$ cat config.mk
export PLATFORM = sky130hd
export DESIGN_NAME = usb_transmitter
export DESIGN_NICKNAME = d
export VERILOG_FILES = /design/src/rtl/usb_pkg.sv /design/src/rtl/tx_timer.sv /design/src/rtl/usb_transmitter.sv
export SDC_FILE = /design/constraint.sdc
export NUM_CORES = 1
export LEC_CHECK = 0
export BUFFER_PORTS_ARGS = -buffer_cell sky130_fd_sc_hd__buf_2
export CAP_MARGIN = 10
export CORE_AREA = 2 2 45 68
export CTS_CLUSTER_DIAMETER = 50
export DETAILED_ROUTE_END_ITERATION = 10
export DIE_AREA = 0 0 47 70
export HOLD_SLACK_MARGIN = 0.03
export PLACE_DENSITY_LB_ADDON = 0.15
export SETUP_SLACK_MARGIN = 0.05
export SLEW_MARGIN = 20
export SYNTH_ARGS = -nofsm -noshare
export SYNTH_HDL_FRONTEND = slang
export SYNTH_SLANG_ARGS = --single-unit
$ cat constraint.sdc
create_clock -name clk -period 2.15 [get_ports clk]
set_clock_uncertainty 0.05 [all_clocks]
set_input_delay 0.215 -clock clk [delete_from_list [all_inputs] [get_ports clk]]
set_output_delay 0.215 -clock clk [all_outputs]
set_load 0.03 [all_outputs]
$ cat src/rtl/usb_pkg.sv
// Shared types and constants for the USB transmit path.
// Line states are packed as {d_plus, d_minus}.
package usb_pkg;

    typedef enum logic [2:0] {
        IDLE,
        SYNC,
        DATA,
        STUFF,
        EOP1,
        EOP2,
        EOP_J
    } tx_state_t;

    localparam logic [7:0] SYNC_BYTE   = 8'h80;
    localparam logic [1:0] LINE_J      = 2'b10;
    localparam logic [1:0] LINE_K      = 2'b01;
    localparam logic [1:0] LINE_SE0    = 2'b00;
    localparam int         STUFF_LIMIT = 6;

    // An NRZI level of 1 is J and 0 is K.
    function automatic logic [1:0] nrzi_line(input logic level);
        return level ? LINE_J : LINE_K;
    endfunction

endpackage

$ cat src/rtl/tx_timer.sv
// Bit-period counter: counts 0..CLKS_PER_BIT-1 while enabled.
// pre_end flags the cycle before bit_end so that registered strobes can line up with it.
module tx_timer #(
    parameter int CLKS_PER_BIT = 8
) (
    input  logic clk,
    input  logic rst,
    input  logic en,
    input  logic clr,
    output logic bit_end,
    output logic pre_end
);

    localparam int            W    = $clog2(CLKS_PER_BIT);
    localparam logic [W-1:0]  LAST = W'(CLKS_PER_BIT - 1);
    localparam logic [W-1:0]  PRE  = W'(CLKS_PER_BIT - 2);

    logic [W-1:0] count;

    always_ff @(posedge clk or posedge rst) begin
        if (rst) begin
            count <= '0;
        end else if (clr) begin
            count <= '0;
        end else if (en) begin
            count <= (count == LAST) ? '0 : count + 1'b1;
        end
    end

    assign bit_end = en && (count == LAST);
    assign pre_end = en && (count == PRE);

endmodule

$ cat src/rtl/usb_transmitter.sv
// USB serial transmitter: SYNC, payload bytes LSB-first with optional bit stuffing,
// NRZI onto d_plus/d_minus, then SE0-SE0-J. All outputs are registered.
module usb_transmitter
    import usb_pkg::*;
#(
    parameter int CLKS_PER_BIT = 8,
    parameter int STUFF_EN     = 0
) (
    input  logic       clk,
    input  logic       rst,
    input  logic       tx_start,
    input  logic [7:0] tx_data,
    input  logic       tx_valid,
    output logic       tx_ready,
    output logic       d_plus,
    output logic       d_minus,
    output logic       transmitting,
    output logic       tx_done,
    output tx_state_t  dbg_state
);

    // Handshake: a byte moves when tx_valid && tx_ready on a rising clk edge. tx_ready is a
    // one-cycle pulse on the last cycle of a byte's final bit period; tx_valid low there ends the packet.

    tx_state_t  state, state_nxt;
    logic [7:0] shreg, shreg_nxt;
    logic [2:0] bit_idx, bit_idx_nxt;
    logic [2:0] ones, ones_nxt;
    logic       level, level_nxt;
    logic       last_stuff, last_stuff_nxt;
    logic [1:0] line, line_nxt;
    logic       ready_nxt, xmit_nxt, done_nxt;
    logic       bit_end, pre_end;
    logic       stuff_due, byte_end, take_byte;

    tx_timer #(.CLKS_PER_BIT(CLKS_PER_BIT)) u_timer (
        .clk     (clk),
        .rst     (rst),
        .en      (state != IDLE),
        .clr     (state == IDLE),
        .bit_end (bit_end),
        .pre_end (pre_end)
    );

    // The current bit is always shreg[0]; a sixth consecutive 1 forces a stuffed 0 next.
    assign stuff_due = (STUFF_EN != 0) && shreg[0] && (ones == 3'(STUFF_LIMIT - 1));
    assign byte_end  = ((state == SYNC || state == DATA) && bit_idx == 3'd7 && !stuff_due)
                     || (state == STUFF && last_stuff);

    always_comb begin
        state_nxt      = state;
        shreg_nxt      = shreg;
        bit_idx_nxt    = bit_idx;
        ones_nxt       = ones;
        level_nxt      = level;
        last_stuff_nxt = last_stuff;
        line_nxt       = line;
        xmit_nxt       = transmitting;
        done_nxt       = 1'b0;
        ready_nxt      = pre_end && byte_end;
        take_byte      = 1'b0;

        if (state == IDLE) begin
            line_nxt    = LINE_J;
            level_nxt   = 1'b1;
            ones_nxt    = 3'd0;
            bit_idx_nxt = 3'd0;
            xmit_nxt    = 1'b0;
            if (tx_start) begin
                state_nxt = SYNC;
                shreg_nxt = SYNC_BYTE;
                xmit_nxt  = 1'b1;
                level_nxt = SYNC_BYTE[0];
                line_nxt  = nrzi_line(SYNC_BYTE[0]);
            end
        end else if (bit_end) begin
            case (state)
                SYNC, DATA: begin
                    ones_nxt = shreg[0] ? ones + 3'd1 : 3'd0;
                    if (stuff_due) begin
                        state_nxt      = STUFF;
                        ones_nxt       = 3'd0;
                        last_stuff_nxt = (bit_idx == 3'd7);
                        shreg_nxt      = shreg >> 1;
                        bit_idx_nxt    = bit_idx + 3'd1;
                        level_nxt      = ~level;
                        line_nxt       = nrzi_line(~level);
                    end else if (bit_idx == 3'd7) begin
                        take_byte = 1'b1;
                    end else begin
                        shreg_nxt   = shreg >> 1;
                        bit_idx_nxt = bit_idx + 3'd1;
                        level_nxt   = shreg[1] ? level : ~level;
                        line_nxt    = nrzi_line(shreg[1] ? level : ~level);
                    end
                end
                STUFF: begin
                    if (last_stuff) begin
                        take_byte = 1'b1;
                    end else begin
                        state_nxt = DATA;
                        level_nxt = shreg[0] ? level : ~level;
                        line_nxt  = nrzi_line(shreg[0] ? level : ~level);
                    end
                end
                EOP1: begin
                    state_nxt = EOP2;
                    line_nxt  = LINE_SE0;
                end
                EOP2: begin
                    state_nxt = EOP_J;
                    line_nxt  = LINE_J;
                    level_nxt = 1'b1;
                end
                EOP_J: begin
                    state_nxt = IDLE;
                    line_nxt  = LINE_J;
                    xmit_nxt  = 1'b0;
                    done_nxt  = 1'b1;
                end
                default: state_nxt = IDLE;
            endcase

            if (take_byte) begin
                if (tx_valid) begin
                    state_nxt   = DATA;
                    shreg_nxt   = tx_data;
                    bit_idx_nxt = 3'd0;
                    level_nxt   = tx_data[0] ? level : ~level;
                    line_nxt    = nrzi_line(tx_data[0] ? level : ~level);
                end else begin
                    state_nxt = EOP1;
                    line_nxt  = LINE_SE0;
                end
            end
        end
    end

    always_ff @(posedge clk or posedge rst) begin
        if (rst) begin
            state        <= IDLE;
            shreg        <= 8'h00;
            bit_idx      <= 3'd0;
            ones         <= 3'd0;
            level        <= 1'b1;
            last_stuff   <= 1'b0;
            line         <= LINE_J;
            tx_ready     <= 1'b0;
            transmitting <= 1'b0;
            tx_done      <= 1'b0;
        end else begin
            state        <= state_nxt;
            shreg        <= shreg_nxt;
            bit_idx      <= bit_idx_nxt;
            ones         <= ones_nxt;
            level        <= level_nxt;
            last_stuff   <= last_stuff_nxt;
            line         <= line_nxt;
            tx_ready     <= ready_nxt;
            transmitting <= xmit_nxt;
            tx_done      <= done_nxt;
        end
    end

    assign d_plus    = line[1];
    assign d_minus   = line[0];
    assign dbg_state = state;

endmodule

* After elaboration in Yosys (flattened, before gate mapping)
Index checks and enable logic that the tools add are counted.
W data, S select, Z words.
** Word-level totals
- Output and inout bits :: 8
- Input bits :: 12
- Memory bits (read-only) :: 0
- Memories kept :: 0
- Bits in registers :: 23
- Memory bits (writable) :: 0
- Bits in latches :: 0
- Word-level logic and storage cells :: 94
** Cells by class
- Bitwise logic cells :: 1
- $lt $le $gt $ge :: 0
- Shifts and indexed selects :: 0
- Reduce and logical (&&, ||, !) cells :: 17
- Div/mod/pow operators :: 0
- Equality and inequality tests :: 12
- $add $sub $neg :: 2
- Mux-type cells :: 53
- Multiply operators :: 0
** Operators by type and width (count)
- $mux W8 :: 7
- $mux W3 :: 14
- $mux W1 :: 20
- $eq A3 B3 Y1 const B :: 6
- $mux W2 :: 9
- $pmux W3 S4 :: 1
- $pmux W2 S4 :: 1
- $add A3 B1 Y3 const B :: 2
- $eq A3 B2 Y1 const B :: 2
- $reduce_and A3 Y1 :: 2
- $reduce_bool A2 Y1 :: 3
- $reduce_bool A6 Y1 :: 1
- $logic_and A1 B1 Y1 :: 4
- $ne A4 B3 Y1 const B :: 1
- $reduce_and A2 Y1 :: 2
- $reduce_or A2 Y1 :: 2
- $eq A3 B1 Y1 const B :: 1
- $logic_not A3 Y1 :: 1
- $ne A3 B2 Y1 const B :: 1
- $pmux W1 S3 :: 1
- $reduce_bool A3 Y1 :: 1
- $ne A2 B2 Y1 const B :: 1
- $logic_or A1 B1 Y1 :: 1
- $not A1 Y1 :: 1

* Depth between registers and ports, before layout
Gate-level depths: netlist (run 1).
- Word-level depth :: 8
- Gate-level depth with buffers :: 7
- Mapped depth without buffers :: 6

* By module
From an unflattened synthesis (run 1), not the netlist that was laid out.
** Second synthesis, totals
- Cells, all modules :: 156
- Area total of the unflattened synthesis :: 1498.9 um^2
** Modules (own cells, without submodules)
- usb_transmitter :: sequential area each 503.0 um^2, times used 1, cells an instance 139, area an instance 1312.5 um^2
- tx_timer :: sequential area each 75.1 um^2, times used 1, cells an instance 17, area an instance 186.4 um^2

* Least setup slack after synthesis (run 1)
No wires, ideal clock.
- Kind :: reg-to-reg
- Start :: register state[0] (netlist: dbg_state[0])
- End :: register shreg[0]
- Required time :: 1976 ps
- Cell stages (with the launch flop) :: 7
- Library setup time :: 124 ps
- Data arrival time :: 1552 ps
- Buffers on the path :: 2
- Path slack :: 424 ps
- Cell sequence :: dfrtp_1 buf_6 nor3_4 nand2_1 and2_0 clkbuf_1 o2bb2ai_1
** Between the ends
- Cells in the longest elaborated chain, start to end :: 8
- Elaborated cells on any way between the ends :: 17
** Ends and longest elaborated chain
- from (decl) :: RTL line usb_transmitter.sv:25 : tx_state_t state, state_nxt;
- from (signal assigned) :: RTL line usb_transmitter.sv:152 : state <= state_nxt;
- $eq A3 B1 Y1 or $eq A3 B2 Y1 (tied branches) :: RTL line usb_transmitter.sv:77 : case (state)
- $reduce_or A2 Y1 :: RTL line usb_transmitter.sv:77
- $mux W1
- $mux W1 :: RTL line usb_transmitter.sv:76 : end else if (bit_end) begin
- $mux W1 :: RTL line usb_transmitter.sv:63 : if (state == IDLE) begin
- $mux W8 :: RTL line usb_transmitter.sv:124 : if (take_byte) begin
- $mux W8 :: RTL line usb_transmitter.sv:76
- $mux W8 :: RTL line usb_transmitter.sv:63
- to (signal assigned) :: RTL line usb_transmitter.sv:153 : shreg <= shreg_nxt;
- to (decl) :: RTL line usb_transmitter.sv:26 : logic [7:0] shreg, shreg_nxt;
Several ways; a longest one is shown, not always the timed one. The select of a mux whose other input is x is not followed.
A chain may end at the register's enable or synchronous reset.

* Worst setup path in the final report (run 1)
- Start :: register u_timer.count[0]
- End :: register bit_idx[0]
** Between the ends
- Cells in the longest elaborated chain, start to end :: 3
** Ends and longest elaborated chain
- from (decl) :: RTL line tx_timer.sv:18 : logic [W-1:0] count;
- from (signal assigned) :: RTL line tx_timer.sv:26 : count <= (count == LAST) ? '0 : count + 1'b1;
- $eq A3 B3 Y1 :: RTL line tx_timer.sv:30 : assign bit_end = en && (count == LAST);
- $logic_and A1 B1 Y1 :: RTL line tx_timer.sv:30
- $reduce_bool A2 Y1 (no line)
- to (signal assigned) :: RTL line usb_transmitter.sv:154 : bit_idx <= bit_idx_nxt;
- to (decl) :: RTL line usb_transmitter.sv:27 : logic [2:0] bit_idx, bit_idx_nxt;
Every way passes these cells.

==> results of run 1 <==
## layout make-up
type	count	share of cell area, %
Sequential cell	23	35.8
Multi-Input combinational cell	107	47.0
Tap cell	39	3.01
Inverter	5	1.16
Timing Repair Buffer	28	10.2
Clock inverter	1	0.309
Clock buffer	3	2.55
## final timing paths
path	startpoint	end	slack, ns	depth (start not counted)
worst max-delay path	u_timer.count[0]	bit_idx[0]	0.18	5
worst min-delay path	tx_data[7]	shreg[7]	0.15	3
worst max register to register	u_timer.count[0]	bit_idx[0]	0.18	5
worst min register to register	u_timer.count[0]	u_timer.count[0]	0.43	1
max in group asynchronous	rst	line[1]	1.31	4
min in group asynchronous	rst	shreg[6]	0.46	4
## metrics by stage
step           setup WS [ns]  utilization [%]  area [um2]  hold slack [ns]
2_1_floorplan          0.424                -        1440            0.165
4_1_cts                0.172             58.6        1620            0.156
6_report               0.185             58.6        1620            0.151
3_3_place_gp           0.247             56.5        1560            0.213
3_5_place_dp           0.224             56.5        1560            0.221
5_1_grt               0.0744             58.6        1620            0.172
## critical path, delay by kind of cell (launching register included)
kind	cells	cell delay (ns)
adders and majority gates	2	0.58
and+or+nand+nor	1	0.53
DFF	1	0.38
buffers and inverters	1	0.18
AOI/OAI and AO/OA	1	0.17
## flip-flops by register name, indices dropped and copies added (netlist names)
| signal | flops |
|---|---|
| transmitting | 1 |
| tx_done | 1 |
| tx_ready | 1 |
| level | 1 |
| shreg | 8 |
| bit_idx | 3 |
| u_timer.count | 3 |
| dbg_state | 3 |
| line | 2 |
## kinds of logic after synthesis
family,synth area share [%]
buffers and inverters,7.20
DFF,40.1
adders and majority gates,3.47
muxes,2.17
and+or+nand+nor,19.9
AOI/OAI and AO/OA,21.5
xor gates and xnor gates,5.64
## cells in the final DEF, fill, tap and decap left out, types with 2 or more instances in the layout
master,instances
a21o_1,3
a21oi_1,6
a22oi_1,6
a311oi_1,2
a31oi_1,2
a41oi_1,2
and2_1,3
buf_2,19
buf_4,8
clkbuf_8,3
dfrtp_1,20
dfstp_2,2
ha_1,4
inv_1,5
mux2i_1,2
nand2_1,10
nand3_1,5
nor2_1,13
nor2b_1,2
nor3_1,5
o21ai_0,7
o2bb2ai_1,6
or4_1,2
xor2_1,2
## power by group through the flow
stage / Combinational (mW) / Clock (mW) / Sequential (mW)
3_5_place_dp: 0.533 / 0 / 0.669
4_1_cts: 0.540 / 0.283 / 0.661
5_1_grt: 0.605 / 0.305 / 0.679
6_report: 0.535 / 0.279 / 0.664
2_1_floorplan: 0.372 / 0 / 0.682
3_3_place_gp: 0.512 / 0 / 0.662
## metal layers
layer	GRT usage (%)	up-vias	share of wire [%]
met5	0	-	0
met4	12.0	0	2.4
met3	3.10	7	3.6
met2	37.6	36	53
met1	29.8	572	41
li1	-	584	-
## repair_timing
item / in CTS / in global routing
hold buffers: 1 / 0
endpoints found under the hold margin: 21 / 0
resized for setup: 0 / 1
endpoints found under the setup margin: 0 / 1
==> results.cfg, run 1 <==
[drt]
drt-total-wl_um = 3280
viasPerCell = 5.82
wl_per_cell_um = 15.9
drc = 0
first_pass_iters = 4
drtIter0Drc = 27
drtAntennaViolNets = 0
num_vias = 1199

[setup_path]
slowest_delay_ns = 0.53
slowest_stage = or4_1
crit_type = reg -> reg
path_common_cell = ha_1
cp_max_fo = 10
cp-start-kind = flop
cp.arrival_ns = 2.11
required_ns = 2.30
cp_cell_sequence = ha_1, ha_1, inv_1, or4_1, a21oi_1
critPathCaptureType = flop

[placement]
dp_hpwl_um = 2400
dp.cells = 201
io_buffer_count = 19
gp_congestion = 0.844

[die]
core_um2 = 2760
start_util_pct = 52.2
rows = 24
io_pins = 20
die_y_um = 70
die_w_um = 47
fp.dieArea_um2 = 3290

[global_routing]
grt_overflow = 0
grt_usage_pct = 23.6
grt_pass1_wl_um = 5690
grt_antenna_before_repair = 0
grt_max_degree = 24
grt_pass1_vias = 1233

[logic_synthesis]
synth_warnings = 0
synth_edf_count = 0
yosysTopAreaCell = dfrtp_1
synth_area_um2 = 1440
syn_inst = 146
ys_seq_area_share_pct = 40.1
synth.top_cell.area_share_pct = 36.4
synth-async-reset-ratio_pct = 100
ys.flop_type = dfrtp_1
synthTopCellsByArea = dfrtp_1, buf_6, dfstp_2
yosysUniqueCellTypes = 50
ys_seq_elements = 23
synth.cells.most_frequent = dfrtp_1, nor2_1, nand2_1, o21ai_0
synth.avg_cell_area_um2 = 9.88
syn_nets = 162
post-synth-top-count-cell = dfrtp_1

[power_and_ir_drop]
ir_drop_v = 0.000638
netSwitchingPower_mw = 0.545
p_leak_nw = 0.715
swShare_pct = 36.9
intPower_mw = 0.932
p_total_mw = 1.48
power_frac_comb_pct = 36.2
powerDensity_nw_per_um2 = 913
p_seq_share_pct = 44.9
clkPwrFrac_pct = 18.9

[finish]
nFillCells = 261
n_antenna_cell = 0
area_growth_pct = 12.2
fin_cells = 206
regArea_um2 = 579
drive_gt1_share_pct = 24.6
nNetsFinal = 184
multi_input_area_um2 = 761

[cts]
clk_pin_slew_ns = 0.09
cts_tree = done
clock_latency_ns = 0.27
tritoncts_num_sinks = 23
htreeDepth = 1
cts_setup_buffers = 0
cts_made_buffers = 3
cts_root_buf = clkbuf_8
clk_path_buf_depth = 2

[flow_run]
maxCapViolCount = 0

[timing]
rsz0062_at_grt = no
finalSetupTns_ns = 0
max_slew.worst_pin.slew_ns = 0.548
setup_viol = 0
slew_violations = 0
period_needed_ns = 1.97
fin_crit_sh_pct = 91.4
fmax_mhz = 509
relSlewSlack_pct = 63.4
finalHoldViolations = 0

[min_path]
hold_path_class = in -> reg

[run_status]
status = complete, no violations
Power figures use the tool's default switching activity.
==> run 2: changes to the inputs <==
- clock period: 2.15 -> 2.1 ns (I/O delays scaled with it)
==> results.cfg, run 2 (synthesis results as in run 1) <==
[cts]
tritoncts_num_sinks = 23
htreeDepth = 1
clock_latency_ns = 0.26
clk_path_buf_depth = 2
clk_pin_slew_ns = 0.08
cts_setup_buffers = 0
cts_made_buffers = 3
cts_tree = done
cts_root_buf = clkbuf_8

[drt]
viasPerCell = 5.94
drt-total-wl_um = 3310
drtIter0Drc = 51
drtAntennaViolNets = 0
drc = 0
num_vias = 1223
wl_per_cell_um = 16.1
first_pass_iters = 5

[power_and_ir_drop]
swShare_pct = 36.4
power_frac_comb_pct = 37.1
clkPwrFrac_pct = 18.1
p_seq_share_pct = 44.9
powerDensity_nw_per_um2 = 925
ir_drop_v = 0.000541
intPower_mw = 0.959
p_leak_nw = 0.717
netSwitchingPower_mw = 0.549

[timing]
fmax_mhz = 540
relSlewSlack_pct = 42.5
fin_crit_sh_pct = 88.2
setup_viol = 0
max_slew.worst_pin.slew_ns = 0.861
slew_violations = 0
rsz0062_at_grt = no
period_needed_ns = 1.85
finalHoldViolations = 0
finalSetupTns_ns = 0

[min_path]
hold_path_class = in -> async

[setup_path]
required_ns = 2.19
path_depth = 3
slowest_stage = dfrtp_1
cp.arrival_ns = 1.94
critPathCaptureType = flop
cp-start-kind = flop
cp_num_buf_inv = 0
cp_max_fo = 17
cp_cell_sequence = and4b_1, and2_1, a211oi_1
slowest_delay_ns = 0.70
r2r_cells = 3
crit_type = reg -> reg
worst_path_dominant_cell_family = flip-flops

[finish]
drive_gt1_share_pct = 25.1
final_util_pct = 59.0
nFillCells = 276
top_register = shreg
layout.cells.most_common = dfrtp_1
area_growth_pct = 13.0
largest_register_ffs = 8
nNetsFinal = 184
final_cell_mix = dfrtp_1, buf_2, nor2_1
fin_area_um2 = 1630
n_antenna_cell = 0

[global_routing]
grt_pass1_vias = 1196
grt_overflow = 0
grt_antenna_before_repair = 0
grt_pass1_wl_um = 5600
grt_max_degree = 24
grt_usage_pct = 23.2

[placement]
dp_hpwl_um = 2450
io_buffer_count = 19
placed_cell_area_um2 = 1580
gp_congestion = 0.886

[die]
rows = 24
fp.dieArea_um2 = 3290
core_um2 = 2760
start_util_pct = 52.2
die_w_um = 47
die_y_um = 70
io_pins = 20

[flow_run]
maxCapViolCount = 0

[run_status]
status = complete, no violations
## run 2: cell count changes in the layout (fill, tap and decap cells not counted), sizes merged
cell,before,now
buf,27,28
dlygate4sd3,1,0
## run 2: power by group through the flow
| stage | combinational (mW) | sequential (mW) | clock (mW) |
|---|---|---|---|
| after floorplan | 0.381 | 0.698 | 0 |
| after global placement | 0.540 | 0.675 | 0 |
| after detailed placement | 0.555 | 0.682 | 0 |
| after CTS | 0.561 | 0.675 | 0.283 |
| after global routing | 0.625 | 0.694 | 0.305 |
| final | 0.559 | 0.677 | 0.273 |
## run 2: what timing repair did
action / in CTS / in global routing
setup endpoints to repair: 0 / 4
resized for setup: 0 / 1
hold endpoints to repair: 0 / 0
hold buffers: 0 / 0
## run 2: per-layer routing
layer | global-route usage, % | routed length (um) | up-vias
met5 | 0 | 0 | -
met4 | 13.6 | 178 | 0
met3 | 3.10 | 114 | 17
met2 | 36.4 | 1710 | 37
met1 | 28.8 | 1310 | 590
li1 | - | - | 579
## run 2: layout make-up
class	count	area, um2	share of cell area (%)
multi-input combinational	107	763	46.8
sequential	23	578	35.5
timing repair buffer	28	175	10.7
tap	39	48.8	2.99
clock buffer	3	41.3	2.53
inverter	5	18.8	1.15
clock inverter	1	5.00	0.307
## run 2: per-stage QoR
step / hold WS (ns) / power [mW] / setup WS [ns] / std cells
2_1_floorplan: 0.160 / 1.08 / 0.374 / 146
3_3_place_gp: 0.369 / 1.21 / 0.246 / 202
3_5_place_dp: 0.378 / 1.24 / 0.148 / 202
4_1_cts: 0.0889 / 1.52 / 0.145 / 206
5_1_grt: 0.167 / 1.62 / 0.109 / 206
6_report: 0.0630 / 1.51 / 0.248 / 206
## run 2: worst paths after layout
path / slack (ns) / to / from
setup / recovery: 0.25 / bit_idx[2] / dbg_state[2]
hold / removal: 0.06 / shreg[4] / rst
setup reg to reg: 0.25 / bit_idx[2] / dbg_state[2]
hold reg to reg: 0.43 / u_timer.count[0] / u_timer.count[0]
max in group asynchronous: 1.41 / line[0] / rst
min in group clk: 0.16 / shreg[7] / tx_data[7]
## run 2: worst register-to-register path: stages (launching register included)
cell,delay (ns)
dfrtp_1,0.70
and4b_1,0.31
and2_1,0.27
a211oi_1,0.40
